## config.mk

```make
export PLATFORM = sky130hd
export DESIGN_NAME = bcd_display_counter
export DESIGN_NICKNAME = d
export VERILOG_FILES = /design/src/rtl/bcd_display_counter.sv
export SDC_FILE = /design/constraint.sdc
export NUM_CORES = 1
export LEC_CHECK = 0
export CAP_MARGIN = 20
export CORE_AREA = 2 2 114 116
export DETAILED_ROUTE_END_ITERATION = 7
export DIE_AREA = 0 0 116 118
export GPL_TIMING_DRIVEN = 1
export PLACE_DENSITY_LB_ADDON = 0.2
export REMOVE_ABC_BUFFERS = 1
export SETUP_SLACK_MARGIN = 0.3
export SKIP_LAST_GASP = 1
export SLEW_MARGIN = 20
export SYNTH_ARGS = -nofsm -noshare
export SYNTH_HDL_FRONTEND = slang
export SYNTH_SLANG_ARGS = --single-unit
```

## constraint.sdc

```tcl
create_clock -name CLOCK_50 -period 3.6 [get_ports CLOCK_50]
set_input_delay 0.72 -clock CLOCK_50 [delete_from_list [all_inputs] [get_ports CLOCK_50]]
set_output_delay 0.72 -clock CLOCK_50 [all_outputs]
set_load 0.005 [all_outputs]
```

## src/rtl/bcd_display_counter.sv

```systemverilog
// N-digit BCD up/down counter stepping once per TICK_DIV clocks, with run/pause push-button and 7-seg decode.
// Optional leading-zero blanking on the segment outputs when BCD_DISPLAY_LZB_EN is defined.
module bcd_display_counter #(
  parameter int NUM_DIGITS = 4,
  parameter int TICK_DIV   = 50_000_000
) (
  input  logic                    CLOCK_50,
  input  logic                    RESET_N,
  input  logic                    up,
  input  logic                    clear,
  input  logic                    key_run_n,
  output logic                    running,
  output logic                    tick,
  output logic                    wrap,
  output logic [4*NUM_DIGITS-1:0] bcd,
  output logic [7*NUM_DIGITS-1:0] hex
);

  localparam int              DIV_W    = $clog2(TICK_DIV);
  localparam logic [DIV_W-1:0] DIV_LAST = DIV_W'(TICK_DIV - 1);

  logic                    sync1_q, sync2_q, prev_q;
  logic                    run_q, run_d;
  logic [DIV_W-1:0]        div_q, div_d;
  logic                    tick_q, tick_d;
  logic                    wrap_q, wrap_d;
  logic [4*NUM_DIGITS-1:0] bcd_q, bcd_d;
  logic                    key_fall;
  logic                    carry;
  logic [3:0]              dig;
  logic [3:0]              dig_nxt;

  function automatic logic [6:0] seg7(input logic [3:0] d);
    case (d)
      4'd0:    seg7 = 7'h40;
      4'd1:    seg7 = 7'h79;
      4'd2:    seg7 = 7'h24;
      4'd3:    seg7 = 7'h30;
      4'd4:    seg7 = 7'h19;
      4'd5:    seg7 = 7'h12;
      4'd6:    seg7 = 7'h02;
      4'd7:    seg7 = 7'h78;
      4'd8:    seg7 = 7'h00;
      4'd9:    seg7 = 7'h10;
      default: seg7 = 7'h7F;
    endcase
  endfunction

  always_comb begin
    key_fall = prev_q & ~sync2_q;
    run_d    = run_q ^ key_fall;
    div_d    = div_q;
    tick_d   = 1'b0;
    wrap_d   = 1'b0;
    bcd_d    = bcd_q;
    carry    = 1'b0;
    dig      = 4'd0;
    dig_nxt  = 4'd0;
    if (clear) begin
      div_d = '0;
      bcd_d = '0;
    end else if (run_q) begin
      if (div_q == DIV_LAST) begin
        div_d  = '0;
        tick_d = 1'b1;
        // Ripple carry/borrow from digit 0; whatever survives the top digit is the wrap.
        carry  = 1'b1;
        for (int k = 0; k < NUM_DIGITS; k++) begin
          dig     = bcd_q[4*k +: 4];
          dig_nxt = dig;
          if (carry) begin
            if (up) begin
              if (dig == 4'd9) dig_nxt = 4'd0;
              else begin
                dig_nxt = dig + 4'd1;
                carry   = 1'b0;
              end
            end else begin
              if (dig == 4'd0) dig_nxt = 4'd9;
              else begin
                dig_nxt = dig - 4'd1;
                carry   = 1'b0;
              end
            end
          end
          bcd_d[4*k +: 4] = dig_nxt;
        end
        wrap_d = carry;
      end else begin
        div_d = div_q + 1'b1;
      end
    end
  end

  always_ff @(posedge CLOCK_50) begin
    if (!RESET_N) begin
      sync1_q <= 1'b1;
      sync2_q <= 1'b1;
      prev_q  <= 1'b1;
      run_q   <= 1'b1;
      div_q   <= '0;
      tick_q  <= 1'b0;
      wrap_q  <= 1'b0;
      bcd_q   <= '0;
    end else begin
      sync1_q <= key_run_n;
      sync2_q <= sync1_q;
      prev_q  <= sync2_q;
      run_q   <= run_d;
      div_q   <= div_d;
      tick_q  <= tick_d;
      wrap_q  <= wrap_d;
      bcd_q   <= bcd_d;
    end
  end

  assign running = run_q;
  assign tick    = tick_q;
  assign wrap    = wrap_q;
  assign bcd     = bcd_q;

`ifdef BCD_DISPLAY_LZB_EN
  logic [NUM_DIGITS-1:0] blank;
  logic                  lead_zero;

  // Blank digit k>0 while it and every digit above it are zero; digit 0 always shows.
  always_comb begin
    blank     = '0;
    lead_zero = 1'b1;
    for (int k = NUM_DIGITS - 1; k >= 1; k--) begin
      lead_zero = lead_zero & (bcd_q[4*k +: 4] == 4'd0);
      blank[k]  = lead_zero;
    end
  end

  for (genvar k = 0; k < NUM_DIGITS; k++) begin : g_hex
    assign hex[7*k +: 7] = blank[k] ? 7'h7F : seg7(bcd_q[4*k +: 4]);
  end
`else
  for (genvar k = 0; k < NUM_DIGITS; k++) begin : g_hex
    assign hex[7*k +: 7] = seg7(bcd_q[4*k +: 4]);
  end
`endif

endmodule

```

==> metrics.md, run 1 <==
| Metric | Value |
|---|---|
| Status | finished clean |
| PwrDens | 366 nW/µm² |
| Area leader, netlist | dfxtp_1 |
| Type of the most critical hold path | reg2reg |
| DR iter-0 viols | 144 |
| Part of the Yosys area used for sequential elements | 0.356 |
| Crit-path cells | clkdlybuf4s50_1, buf_12, or4b_4, a2bb2oi_2, and4_1, buf_4, mux2_4, nand2_4, clkinv_2, o21ai_2, o21ai_0 |
| Clock Sinks | 76 |
| Detailed-route via count | 3522 |
| CP endpoint kind | register |
| CP Capture Point | hex[22]$_DFF_P_ |
| Final TNS setup | 0 ps |
| Peak VDD IR | 0.000215 V |
| Post-Synthesis Cells | 490 |
| I/O pin total | 52 |
| Clk pin slew, worst setup/hold paths | 60 ps |
| Clock Latency Late Sink | 350 ps |
| Layout Nets | 584 |
| Final cell count without fillers | 723 |
| Synthesized area | 4280 µm² |
| Yosys warns | 0 |
| Area grow syn2layout | 25.4% |
| CP Max Fanout | 24 |
| Cts bufs inserted | 9 |
| Final Hold Viols | 0 |
| Worst rel slew slack | 0.427 |
| Worst Path Buf+Inv | 4 |
| CTS tree | built |
| Tcrit/Tclk final | 0.874 |
| Row count | 41 |
| CP Data Arrival Time | 3370 ps |
| Tmin final | 3150 ps |
| Clk_skew | 9.60 ps |
| Share of cells above drive strength 1 | 0.109 |
| Largest net degree at the start of global routing | 27 |
| Final setup viols | 0 |
| Async S/R FF share, synth | 0 |
| Post-layout util | 0.432 |
| Core area | 12400 µm² |
| Die W | 116 µm |
| Max-cap violations | 0 |
| Initial core utilization | 0.344 |
| Slowest Stage Delay on Critical Path | 530 ps |
| Post-CTS Repair Setup Buffers | 0 |
| Largest cells by area after synthesis | dfxtp_1 (36%), ha_1 (9.7%), nor2_1 (4.6%) |
| HPWL Detailed | 6740 µm |
| GRT Overall Usage | 0.146 |
| Initial antenna violation count | 0 |
| Total grt overflow | 0 |
| Vias per cell | 4.87 |
| CTS max path bufs | 2 |
| Syn Area/Cell | 8.73 µm² |
| Yosys reg bits | 76 |
| Pre-CTS WS | 41.2 ps |
| Final GP Congestion | 0.869 |
| Fmax | 0.318 GHz |
| R2R setup slack | 710 ps |
| First-pass DRT Iterations | 4 |
| Wire per inst | 12.9 µm |
| WP data required | 3820 ps |
| Top Family by Delay on Critical Path | simple AND/OR/NAND/NOR gates |
| Synth unique cells | 78 |
| R2r startpoint | bcd[0]$_SDFFE_PP0N_ |
| Antenna viol nets, final | 0 |
| Worst Tran Pin Value | 857 ps |
| Root Buffer | clkbuf_16 |
| Crit start category | input port |
| Static Leak | 2.15 nW |
| Dpl cells | 707 |
| Setup slack after layout | 452 ps |
| Ys flop type | dfxtp_1 |
| Crit. Startpoint | up |
| Post-synth EDFFs | 0 |
| Htree depth | 3 |
| # DRC | 0 |
| Slowest CP cell | or4b_4 |
| Diode count | 0 |
| RSZ-0062 raised after global routing | false |
| Final wirelength | 9320 µm |
| Depth of the worst register-to-register path | 11 |
| Post-synth top area share | 0.356 |
| Die Y-Extent | 118 µm |
| Number of global-route vias before repair | 3388 |
| Crit. path cell count | 11 |
| Die area | 13700 µm² |
| Worst reg2reg endpoint | hex[22]$_DFF_P_ |
| Post-CTS Hold Buffers | 0 |
| I/O Buffers | 51 |
| First-pass GRT wire length | 15900 µm |
| Critical path class | in2reg |
| Final Max Slew Viols | 0 |
[through the flow]
stage,power (mW),instance area [µm²],hold WS [ps]
after floorplan,0.895,4160,386
after global placement,0.921,5010,393
after detailed placement,0.922,5010,408
after CTS,1.99,5360,417
after global routing,2.03,5360,443
final,1.96,5360,414
[how the worst min path moves through the flow]
stage	from	end	slack [ps]	cells after the start
after floorplan	sync1_q$_SDFF_PN1_	sync2_q$_SDFF_PN1_	390	1
after global placement	sync1_q$_SDFF_PN1_	sync2_q$_SDFF_PN1_	390	1
after detailed placement	sync1_q$_SDFF_PN1_	sync2_q$_SDFF_PN1_	410	1
after CTS	sync1_q$_SDFF_PN1_	sync2_q$_SDFF_PN1_	420	1
after global routing	sync1_q$_SDFF_PN1_	sync2_q$_SDFF_PN1_	440	1
final	sync1_q$_SDFF_PN1_	sync2_q$_SDFF_PN1_	410	1
[cells by family after synthesis]
group           after synthesis  share of synthesized area
fa+ha+maj                    33                     0.0966
buf+inv                      51                     0.0538
compound gates              100                      0.154
simple gates                186                      0.241
mux                          14                     0.0375
xor+xnor                     30                     0.0615
flops                        76                      0.356
[Yosys cell counts, drive strengths merged (8+ instances only)]
master	instances
o21ai	23
dfxtp	76
xnor2	11
mux2i	11
inv	30
buf	14
nand3	8
nand2	48
nor2	53
and3	9
ha	33
xor2	19
nand4	11
nor3	9
a21oi	33
[layer usage]
| metal | GRT usage | wire, µm | vias to the layer above |
|---|---|---|---|
| met5 | 0 | 0 | - |
| met4 | 0.0513 | 139 | 0 |
| met3 | 0.0474 | 355 | 11 |
| met2 | 0.234 | 4380 | 48 |
| met1 | 0.182 | 4450 | 1635 |
| li1 | - | - | 1828 |
[cell usage in the layout, fill, tap and decap left out, types with 4 or more instances in the layout]
cell	count
xnor2_1	11
nor3_1	7
nand2b_1	5
xor2_1	19
o21a_1	4
o21ai_0	17
nand4_1	9
clkbuf_16	9
o22ai_1	4
and3_1	9
mux2i_1	10
and4_1	4
clkdlybuf4s50_1	51
nor2b_1	6
ha_1	33
or3_1	4
inv_1	28
buf_4	13
nor2_1	52
a21oi_1	32
dfxtp_1	76
nor4_1	5
nand3_1	8
nand2_1	46
[final cells by class]
cell class              count  area (µm²)
clock buffers              10         239
fillers                  1265        7050
well taps                 172         215
multi-input cells         363        2530
repair buffers             65         628
clock inverters             6         111
flip-flops and latches     76        1520
inverters                  31         118
[flip-flops by register name (all words and copies together), names as in the netlist]
signal   cells
bcd         16
div_q       26
hex         28
prev_q       1
running      1
sync1_q      1
sync2_q      1
tick         1
wrap         1
[where the power goes]
group          switching (mW)  total, mW  internal, mW
registers             0.00363      0.848         0.844
logic                  0.0313     0.0555        0.0243
clock network           0.364       1.06         0.696
[timing repair]
item / in CTS / in global routing
endpoints found under the setup margin: 0 / 4
resized for setup: 0 / 2
endpoints found under the hold margin: 0 / 0
Power figures use the tool's default switching activity.
==> run 2, diff against run 1 <==
- ABC_AREA: not set -> 1
- CORE_AREA: 2 2 114 116 -> 2 2 115 117
- DIE_AREA: 0 0 116 118 -> 0 0 117 119
==> run 2 against run 1 <==
Compared with the run above:
- hold slack worse by 2.1 ps
- final area is 0.33% higher
- synthesized area is 2.3% higher
- utilization is 1.4 points lower
- via count is 9.1% higher
==> metrics.md, run 2 <==
| Metric | Value |
|---|---|
| First-pass GRT wire length | 16100 µm (was 15900 µm) |
| Total grt overflow | 0 (unchanged) |
| I/O Buffers | 51 (unchanged) |
| Fill cell total of the finished layout | 1307 (was 1265) |
| Antenna viol nets, final | 0 (unchanged) |
| Worst rel slew slack | 0.562 (was 0.427) |
| Row count | 42 (was 41) |
| Yosys warns | 0 (unchanged) |
| Wire per inst | 11.1 µm (was 12.9 µm) |
| Type of the most critical hold path | reg2reg (unchanged) |
| Die area | 13900 µm² (was 13700 µm²) |
| GRT Overall Usage | 0.145 (was 0.146) |
| Cts bufs inserted | 9 (unchanged) |
| CP endpoint kind | register (unchanged) |
| Static Leak | 2.52 nW (was 2.15 nW) |
| Final wirelength | 9300 µm (was 9320 µm) |
| RSZ-0062 raised after global routing | false (unchanged) |
| Detailed-route via count | 3842 (was 3522) |
| Final TNS setup | 0 ps (unchanged) |
| HPWL Detailed | 7090 µm (was 6740 µm) |
| Clock Sinks | 76 (unchanged) |
| Vias per cell | 4.60 (was 4.87) |
| PwrDens | 320 nW/µm² (was 366 nW/µm²) |
| Core area | 12900 µm² (was 12400 µm²) |
| CTS tree | built (unchanged) |
| Initial core utilization | 0.340 (was 0.344) |
| Worst Tran Pin Value | 651 ps (was 857 ps) |
| Htree depth | 3 (unchanged) |
| First-pass DRT Iterations | 4 (unchanged) |
| R2R setup slack | 1080 ps (was 710 ps) |
| Critical path class | in2reg (unchanged) |
| Area of the multi-input gates | 2490 µm² (was 2530 µm²) |
| Largest cells by area after synthesis | dfxtp_1 (35%), nand2_1 (12%), ha_1 (9.4%) (was dfxtp_1 (36%), ha_1 (9.7%), nor2_1 (4.6%)) |
| Final Max Slew Viols | 0 (unchanged) |
| Tmin final | 2910 ps (was 3150 ps) |
| CP Data Arrival Time | 3150 ps (was 3370 ps) |
| Die Y-Extent | 119 µm (was 118 µm) |
| Post-synth top cells | nand2_1 (141), dfxtp_1 (76), inv_1 (72), nand3_1 (61), nor2_1 (52) (was dfxtp_1 (76), nor2_1 (52), nand2_1 (46), a21oi_1 (33), ha_1 (33)) |
| Max-cap violations | 0 (unchanged) |
| Die W | 117 µm (was 116 µm) |
| Sequential cell area | 1520 µm² (unchanged) |
| Final GP Congestion | 0.854 (was 0.869) |
| Share of cells above drive strength 1 | 0.121 (was 0.109) |
| Initial antenna violation count | 0 (unchanged) |
| Area leader, netlist | dfxtp_1 (unchanged) |
| Clk pin slew, worst setup/hold paths | 50 ps (was 60 ps) |
| Clock power frac | 0.475 (was 0.540) |
| Final Hold Viols | 0 (unchanged) |
| Synthesized area | 4370 µm² (was 4280 µm²) |
| Area grow syn2layout | 22.9% (was 25.4%) |
| Post-synth EDFFs | 0 (unchanged) |
| Comb pwr share | 0.033 (was 0.028) |
| CP Max Fanout | 9 (was 24) |
| Yosys reg bits | 76 (unchanged) |
| Diode count | 0 (unchanged) |
| Ys flop type | dfxtp_1 (unchanged) |
| Most numerous cell in the Yosys netlist | nand2_1 (was dfxtp_1) |
| Clock Latency Late Sink | 340 ps (was 350 ps) |
| Sw Pwr | 0.374 mW (was 0.399 mW) |
| Crit start category | input port (unchanged) |
| Post-CTS Resized | 0 (unchanged) |
| Max FFs per register | 28 (unchanged) |
| Post-CTS Hold Buffers | 0 (unchanged) |
| WP data required | 3830 ps (was 3820 ps) |
| Synth unique cells | 44 (was 78) |
| Fmax | 0.343 GHz (was 0.318 GHz) |
| Tcrit/Tclk final | 0.809 (was 0.874) |
| Peak VDD IR | 0.000147 V (was 0.000215 V) |
| I/O pin total | 52 (unchanged) |
| Sequential power share | 0.492 (was 0.432) |
| CTS max path bufs | 2 (unchanged) |
| Number of global-route vias before repair | 3655 (was 3388) |
| Post-Synthesis Cells | 595 (was 490) |
| Post-CTS Repair Setup Buffers | 0 (unchanged) |
| Clk_skew | 5.98 ps (was 9.60 ps) |
| Most frequent cells in the layout | nand2_1 (141), dfxtp_1 (76), inv_1 (72) (was dfxtp_1 (76), nor2_1 (52), clkdlybuf4s50_1 (51)) |
| Largest net degree at the start of global routing | 15 (was 27) |
| Internal | 1.35 mW (was 1.56 mW) |
| Root Buffer | clkbuf_16 (unchanged) |
| Layout Nets | 692 (was 584) |
| Syn Area/Cell | 7.35 µm² (was 8.73 µm²) |
| Sw Share | 0.217 (was 0.203) |
| # DRC | 0 (unchanged) |
| Async S/R FF share, synth | 0 (unchanged) |
| Status | finished clean (unchanged) |
| Power, Total | 1.72 mW (was 1.96 mW) |
| Commonest non-fill, non-tap cell in the layout | nand2_1 (was dfxtp_1) |
| Final setup viols | 0 (unchanged) |
| DR iter-0 viols | 223 (was 144) |
| Post-synth top area share | 0.348 (was 0.356) |
| Part of the Yosys area used for sequential elements | 0.348 (was 0.356) |
run 2: cell types whose count changed in the layout (fill, tap and decap cells not counted), moves of 10 or more:
cell / change
nand2_2: +11
nand3_1: +53
inv_1: +44
mux2i_1: -10
nand2_1: +95
xor2_1: -12
a21oi_1: -14
run 2: critical path, stage by stage:
cell             delay [ps]
clkdlybuf4s50_1         580
inv_1                   170
buf_4                   170
nand3_1                 110
nand2_1                  90
nand2_2                  60
inv_2                   160
nand2_2                  70
nor2_2                  160
nand2_1                  70
nand3_1                 190
inv_1                   100
ha_1                    190
inv_1                    50
nand4_1                 100
nand3_1                 100
nand2_1                  50
run 2: metal layers:
layer  global-route usage  part of all wire  up-vias
met5                    0                 0        -
met4               0.0676             0.016        0
met3               0.0407             0.041       10
met2                0.228              0.46       57
met1                0.182              0.48     1750
li1                     -                 -     2025
run 2: kinds of logic (layout without fill, tap and decap cells):
kind of cell	count (synthesis)	count (layout)	share of synthesized area
and+or+nand+nor	326	326	0.376
buffers and inverters	92	156	0.0835
DFF	76	76	0.348
AOI/OAI and AO/OA	57	57	0.0758
adders and majority gates	33	33	0.0944
xor gates and xnor gates	11	11	0.0220
run 2: power groups by stage:
| stage | logic [mW] | clock network [mW] | registers, mW |
|---|---|---|---|
| floorplan | 0.0345 | 0 | 0.865 |
| global placement | 0.0573 | 0 | 0.866 |
| detailed placement | 0.0575 | 0 | 0.866 |
| CTS | 0.0576 | 0.854 | 0.848 |
| global route | 0.0641 | 0.884 | 0.848 |
| finish | 0.0569 | 0.818 | 0.848 |
run 2: final timing paths:
| path | start | cells after the start | to |
|---|---|---|---|
| min reg2reg | sync1_q$_SDFF_PN1_ | 1 | sync2_q$_SDFF_PN1_ |
| max | up | 17 | hex[27]$_DFF_P_ |
| max reg2reg | running$_SDFF_PN1_ | 14 | hex[3]$_DFF_P_ |
| min | sync1_q$_SDFF_PN1_ | 1 | sync2_q$_SDFF_PN1_ |
run 2: cell type report:
cell class,count,share of cell area
inverter,82,0.0584
tap,176,0.0409
multi-input combinational,427,0.463
clock inverter,4,0.00465
clock buffer,12,0.0458
timing repair buffer,58,0.105
sequential,76,0.283
run 2: metrics by stage:
stage / instances / setup slack (ps) / util / instance area, µm² / hold WS, ps
3_3_place_gp: 819 / 411 / 0.397 / 5110 / 396
2_1_floorplan: 585 / 952 / - / 4320 / 392
6_report: 835 / 688 / 0.418 / 5380 / 412
3_5_place_dp: 819 / 356 / 0.397 / 5110 / 403
5_1_grt: 835 / 423 / 0.418 / 5380 / 432
4_1_cts: 835 / 719 / 0.418 / 5380 / 416
